==> src/rtl/mul_seq_ctrl.sv <==
// mul_seq_ctrl: sequencer around the add_shift multiplier.
// It accepts an M-extension multiply and drives the multiplier with unsigned
// operand magnitudes. It sign-corrects the 64-bit product and writes the
// selected word through the single regfile write port. ALU writeback always
// has priority on that port.
//
// Optional build macro: MUL_ZERO_BYPASS_EN
//   When this macro is defined, a multiply with a zero operand skips the
//   multiplier and goes straight to writeback with a result of 0.
//
// state | meaning
// IDLE  | ready for a new multiply; issue_ready high
// LOAD  | one-cycle mul_ld pulse with operand magnitudes
// WAIT  | waiting for mul_valid; timeout counter running
// WB    | result held until the write port is free (or rd=0)
module mul_seq_ctrl #(
    parameter int XLEN    = 32,
    parameter int TIMEOUT = 64
) (
    input  logic              clk,
    input  logic              rst,
    input  logic              issue_valid,
    output logic              issue_ready,
    input  logic [2:0]        issue_funct3,
    input  logic [4:0]        issue_rd,
    input  logic [XLEN-1:0]   issue_rs1_data,
    input  logic [XLEN-1:0]   issue_rs2_data,
    output logic              mul_ld,
    output logic [XLEN-1:0]   mul_a,
    output logic [XLEN-1:0]   mul_b,
    input  logic [2*XLEN-1:0] mul_out,
    input  logic              mul_valid,
    input  logic              alu_wb_en,
    input  logic [4:0]        alu_wb_rd,
    input  logic [XLEN-1:0]   alu_wb_data,
    output logic              rf_write_en,
    output logic [4:0]        rf_write_reg,
    output logic [XLEN-1:0]   rf_write_data,
    output logic              busy,
    output logic              err
);

    localparam int CW = (TIMEOUT > 1) ? $clog2(TIMEOUT) : 1;

    localparam logic [2:0] F3_MUL    = 3'b000;
    localparam logic [2:0] F3_MULH   = 3'b001;
    localparam logic [2:0] F3_MULHSU = 3'b010;

    typedef enum logic [1:0] {
        IDLE = 2'd0,
        LOAD = 2'd1,
        WAIT = 2'd2,
        WB   = 2'd3
    } state_t;

    state_t state, state_d;

    logic [2:0]        funct3_q;
    logic [4:0]        rd_q;
    logic              neg_q;
    logic [2*XLEN-1:0] result_q;
    logic [CW-1:0]     cnt_q;

    logic              sign_rs1, sign_rs2;
    logic [XLEN-1:0]   mag_rs1, mag_rs2;
    logic              zero_op;
    logic              accept, bypass, capture, timeout_hit;
    logic [XLEN-1:0]   wb_word;

`ifdef MUL_ZERO_BYPASS_EN
    assign zero_op = (issue_rs1_data == '0) || (issue_rs2_data == '0);
`else
    assign zero_op = 1'b0;
`endif

    // Operand signedness and magnitudes. The most negative value maps to itself.
    always_comb begin
        sign_rs1 = ((issue_funct3 == F3_MULH) || (issue_funct3 == F3_MULHSU))
                   && issue_rs1_data[XLEN-1];
        sign_rs2 = (issue_funct3 == F3_MULH) && issue_rs2_data[XLEN-1];
        mag_rs1  = sign_rs1 ? (~issue_rs1_data + 1'b1) : issue_rs1_data;
        mag_rs2  = sign_rs2 ? (~issue_rs2_data + 1'b1) : issue_rs2_data;
    end

    // State register.
    always_ff @(posedge clk) begin
        if (rst) state <= IDLE;
        else     state <= state_d;
    end

    // Next-state logic and the handshake strobes.
    always_comb begin
        state_d     = state;
        mul_ld      = 1'b0;
        accept      = 1'b0;
        bypass      = 1'b0;
        capture     = 1'b0;
        timeout_hit = 1'b0;
        case (state)
            IDLE: begin
                if (issue_valid) begin
                    accept = 1'b1;
                    if (zero_op) begin
                        bypass  = 1'b1;
                        state_d = WB;
                    end else begin
                        state_d = LOAD;
                    end
                end
            end
            LOAD: begin
                mul_ld  = 1'b1;
                state_d = WAIT;
            end
            WAIT: begin
                if (mul_valid) begin
                    capture = 1'b1;
                    state_d = WB;
                end else if (cnt_q == CW'(TIMEOUT - 1)) begin
                    timeout_hit = 1'b1;
                    state_d     = IDLE;
                end
            end
            WB: begin
                if (rd_q == 5'd0 || !alu_wb_en) state_d = IDLE;
            end
            default: state_d = IDLE;
        endcase
    end

    // Select the low word for MUL and the high word for the MULH variants.
    assign wb_word = (funct3_q == F3_MUL) ? result_q[XLEN-1:0] : result_q[2*XLEN-1:XLEN];

    // Regfile write port. ALU writes pass through. The multiply write uses the port only when the ALU is idle.
    always_comb begin
        rf_write_en   = alu_wb_en;
        rf_write_reg  = alu_wb_rd;
        rf_write_data = alu_wb_data;
        if (!alu_wb_en && state == WB && rd_q != 5'd0) begin
            rf_write_en   = 1'b1;
            rf_write_reg  = rd_q;
            rf_write_data = wb_word;
        end
    end

    // Operand latch, result capture, timeout counter and sticky error.
    always_ff @(posedge clk) begin
        if (rst) begin
            funct3_q <= '0;
            rd_q     <= '0;
            neg_q    <= 1'b0;
            mul_a    <= '0;
            mul_b    <= '0;
            result_q <= '0;
            cnt_q    <= '0;
            err      <= 1'b0;
        end else begin
            if (accept) begin
                funct3_q <= issue_funct3;
                rd_q     <= issue_rd;
                neg_q    <= sign_rs1 ^ sign_rs2;
                mul_a    <= mag_rs2;
                mul_b    <= mag_rs1;
            end
            if (bypass) result_q <= '0;
            if (capture) result_q <= neg_q ? (~mul_out + 1'b1) : mul_out;
            if (state == LOAD)
                cnt_q <= '0;
            else if (state == WAIT && !mul_valid && !timeout_hit)
                cnt_q <= cnt_q + CW'(1);
            if (timeout_hit) err <= 1'b1;
        end
    end

    assign issue_ready = (state == IDLE);
    assign busy        = (state != IDLE);

endmodule

==> config.mk <==
export PLATFORM = sky130hd
export DESIGN_NAME = mul_seq_ctrl
export DESIGN_NICKNAME = d
export VERILOG_FILES = /design/src/rtl/mul_seq_ctrl.sv
export SDC_FILE = /design/constraint.sdc
export NUM_CORES = 1
export LEC_CHECK = 0
export ABC_AREA = 1
export CORE_ASPECT_RATIO = 1.4
export CORE_MARGIN = 2
export CORE_UTILIZATION = 45
export DETAILED_ROUTE_END_ITERATION = 10
export PLACE_DENSITY = 0.83
export SLEW_MARGIN = 20
export SYNTH_ARGS = -nofsm -noshare
export SYNTH_HDL_FRONTEND = slang
export SYNTH_SLANG_ARGS = --single-unit
==> constraint.sdc <==
create_clock -name clk -period 1.55 [get_ports clk]
set_clock_uncertainty 0.15 [all_clocks]
set_input_delay 0.31 -clock clk [delete_from_list [all_inputs] [get_ports clk]]
set_output_delay 0.31 -clock clk [all_outputs]
set_load 0.005 [all_outputs]
==> impl_metrics.toml, run 1 <==
[status]
haltStage = "global routing"
stop_error = "[ERROR GRT-0232] Routing congestion too high. Check the congestion heatmap in the GUI."
status = "aborted with a tool error"

[place]
io_buffers = 283
dp_hpwl_um = 34600
dp_slack_ns = -0.907
gp_congestion = 1.01

[yosys]
synthFlopType = "dfxtp_1"
avgSynthCellArea_um2 = 5.88
async_flop_share_pct = 0
yosysSeqAreaShare_pct = 28.0
synth_cell_types = 44
synth-seq-cells = 146
synth_cells = 1774
synth_edf_count = 0
ys_warn_count = 0
yosysMostFrequentCell = "nand2_1"
syn_area_um2 = 10400
synth.largest_area_cell = "dfxtp_1"
synth_area_leaders = "dfxtp_1 28%, nand2_1 16%, nor2_1 10%"
yosysTopAreaCellShare_pct = 28.0
syn_nets = 1956
ys_top_cells_by_count = "437 x nand2_1, 283 x nor2_1, 228 x inv_1"

[grt]
antenna_found_initial = 13
gr-usage-all-layers_pct = 72.4
grt_max_degree = 61
overflow = 35

[floorplanning]
die_x_um = 133
pin_count = 284
rows = 65
die_y_um = 184
start_util_pct = 45.9

[clock_tree]
cts-root-buf = "clkbuf_16"
clock_sinks = 146
numCtsBuffers = 17
holdBufCountCts = 0
htreeDepth = 4
clockBufferDepth = 2

[sta]
worst_endpoint = "rf_write_data[19]"
worstEpCategory = "output port"
[per-layer routing]
layer / track usage, % / GRT overflow
met1: 67.4 / 0
met3: 54.3 / 0
met5: 10.9 / 0
met2: 94.1 / 7
met4: 81.8 / 28
[logic make-up after synthesis]
| kind of cell | share of synthesized area, % |
|---|---|
| flip-flops | 28.0 |
| AO/OA/AOI/OAI | 16.4 |
| AND/OR/NAND/NOR | 38.3 |
| XOR/XNOR | 5.04 |
| buffers and inverters | 11.7 |
| adder cells (fa/ha/maj) | 0.480 |
[what timing repair did]
action,in CTS
setup endpoints to repair,239
gates resized for setup,671
buffers inserted,53
endpoints found under the hold margin,0
gates cloned,18
pin swaps,93
[per-stage QoR]
step / instances / utilization, % / instance area [um2]
3_5_place_dp: 2599 / 69.9 / 15900
2_1_floorplan: 1774 / - / 10500
4_1_cts: 2699 / 79.2 / 18000
3_3_place_gp: 2599 / 69.9 / 15900
==> run 2, diff against run 1 <==
- CORE_ASPECT_RATIO: 1.4 -> unset
- CORE_UTILIZATION: 45 -> 30
- PLACE_DENSITY: 0.83 -> unset
- PLACE_DENSITY_LB_ADDON: unset -> 0.15
- clock period: 1.55 -> 2 ns (I/O delays scaled with it)
==> run 2 against run 1 <==
Effect of this change: the flow now finishes, with violations (negative setup slack); area after synthesis is the same; synthesized cell count stayed put.
==> impl_metrics.toml, run 2 <==
[status]
status = "finished with violations"
violations = "negative setup slack"

[sta]
finalMaxSlewViolations = 0
worst_slew_pin_slew_ns = 0.673
setup-violations-final = 37
fin_ws_ns = -0.390
final_hold_viol_count = 0
fmax_mhz = 418
period_needed_ns = 2.39
period_share_pct = 119
tns_ns = -12.10
slew_headroom_pct = 54.6
rsz0062_at_grt = "true"

[cells_and_area]
drive_gt1_share_pct = 23.8
final_cell_mix = "408 x nand2_1, 276 x buf_4, 236 x nor2_1"
largest_reg_flops = 64
final_common_cell = "nand2_1"
num-nets-final = 2490
area_growth_pct = 63.6
reg_top3 = "result_q (64), mul_a (32), mul_b (32)"
regMostFlops = "result_q"
fill_cells = 3523

[yosys]
ys_warn_count = 0
synth_edf_count = 0
async_flop_share_pct = 0
synth.largest_area_cell = "dfxtp_1"
synth_xor_area_share_pct = 5.04
synth_cell_types = 44
synth-simple-area-share_pct = 38.3
yosysMostFrequentCell = "nand2_1"
yosysSeqAreaShare_pct = 28.0
ys_top_cells_by_count = "437 x nand2_1, 283 x nor2_1, 228 x inv_1"
synth_top_family_by_area = "simple AND/OR/NAND/NOR gates"
yosysTopAreaCellShare_pct = 28.0
syn_area_um2 = 10400
avgSynthCellArea_um2 = 5.88
synth_mux_area_share_pct = 0
synthFlopType = "dfxtp_1"
synth_area_leaders = "dfxtp_1 28%, nand2_1 16%, nor2_1 10%"
synthAdderAreaFrac_pct = 0.480
synth_compound_area_share_pct = 16.4
syn_nets = 1956
synth-seq-cells = 146
synth_cells = 1774

[setup_path]
path_delay_family = "buffers and inverters"
crit_slowest_cell = "dfxtp_2"
cp_num_buf_inv = 6
cp.arrival_ns = 1.84
cp_max_fo = 5
path_class = "reg -> out"
end_kind = "primary output"
crit_path_start_kind = "register"
max_stage_delay_ns = 0.32
r2r_setup_slack_ns = 0.27
critical_path.cell_chain = "nor2_2, nand4_1, nand3_2, inv_2, nand2_8, buf_6, inv_8, buf_6, buf_6, nand2_2, nand2_1, buf_2"
crit_required_ns = 1.45
cpMostUsedCell = "buf_6"

[clock_tree]
insertion_delay_ns = 0.44
cts-root-buf = "clkbuf_16"
clkTransAtPathRegs_ns = 0.07
clock_sinks = 146
clockBufferDepth = 2
numCtsBuffers = 17
htreeDepth = 4
holdBufCountCts = 0
cts_tree = "done"

[power]
share_seq_of_total_power_pct = 28.1
p_leak_nw = 8.05
comb_power_share_pct = 47.6
p_int_mw = 8.64
power.density_nw_per_um2 = 825
ir_drop_mv = 0.587
clockPowerShare_pct = 24.3
p_switching_mw = 5.43
swShare_pct = 38.6

[floorplanning]
die_y_um = 190
start_util_pct = 30.3
rows = 68
die_x_um = 190
pin_count = 284
die_area_um2 = 36300
coreArea_um2 = 34400

[detailed_routing]
drtIter0Drc = 889
vias_per_cell = 4.73
via_count = 13151
ant_nets = 0
first_pass_iters = 7
drc = 0
wl_per_cell_um = 16.6
drt-total-wl_um = 46100

[grt]
antenna_found_initial = 3
grt_pass1_vias = 12604
grt_pass1_wl_um = 70100
gr-usage-all-layers_pct = 25.3
grt_max_degree = 61
overflow = 0

[place]
io_buffers = 283
gp_congestion = 0.921
dp_slack_ns = -0.606
dp_hpwl_um = 35400

[min_path]
hold_path.class = "in -> reg"

[run]
maxCapViolCount = 0
-- run 2: power groups by stage --
stage | combinational [mW] | sequential, mW | clock, mW
global route | 7.41 | 4.03 | 3.61
CTS | 6.60 | 3.94 | 3.50
floorplan | 3.10 | 3.94 | 0
finish | 6.71 | 3.95 | 3.42
detailed placement | 6.45 | 3.98 | 0
global placement | 6.41 | 3.99 | 0
-- run 2: kinds of logic (layout without fill, tap and decap cells) --
family / count (synthesis) / count (layout)
other cells: 0 / 3
buf+inv: 309 / 855
compound gates: 312 / 312
xor+xnor: 60 / 60
simple gates: 943 / 943
fa+ha+maj: 4 / 4
flops: 146 / 146
-- run 2: routing by layer --
layer | GRT usage (%) | up-vias | wire length (um)
met3 | 4.27 | 76 | 2570
met5 | 0 | - | 11
met2 | 43.1 | 352 | 21900
li1 | - | 6732 | -
met4 | 9.36 | 2 | 1600
met1 | 31.8 | 5989 | 20000
-- run 2: cell type report --
class	instances	area [um2]	share of cell area [%]
antenna	3	7.51	0.0440
clock buffer	18	429	2.52
clock inverter	13	175	1.03
inverter	238	902	5.29
multi-input combinational	1319	6770	39.7
sequential	146	2930	17.2
tap	455	569	3.34
timing repair buffer	586	5280	30.9
-- run 2: worst reg2reg max path: cells and delay by family, from the launching register on --
family	cells	cell delay, ns
simple gates	4	0.67
buf+inv	4	0.50
flops	1	0.32
-- run 2: per-stage QoR --
stage	std cells	utilization (%)	total power [mW]	cell area, um2	hold slack [ns]
CTS	2773	48.4	14.0	16600	0.124
global route	2776	49.6	15.1	17000	0.156
detailed placement	2727	46.0	10.4	15800	0.323
finish	2778	49.6	14.1	17100	0.142
global placement	2727	46.0	10.4	15800	0.316
floorplan	1774	-	7.04	10400	0.294
-- run 2: path summary, 6_finish.rpt --
check                    end  cells past startpoint        from
max          rf_write_reg[0]                     12     rd_q[0]
min              result_q[1]                      3  mul_out[1]
max reg2reg     result_q[43]                      8    state[0]
min reg2reg              err                      2         err
-- run 2: what timing repair did --
| item | CTS | global route |
|---|---|---|
| buffers inserted | 9 | 3 |
| gates cloned | 7 | 0 |
| pin swaps | 6 | 26 |
| resized for setup | 246 | 143 |
| endpoints found under the setup margin | 50 | 98 |
(Power assumes the default switching activity.)
==> run 3, diff against run 2 <==
- HOLD_SLACK_MARGIN: unset -> 0.03
==> results of run 3 <==
No change in the layout: final DEF, timing and power equal those of run 2.
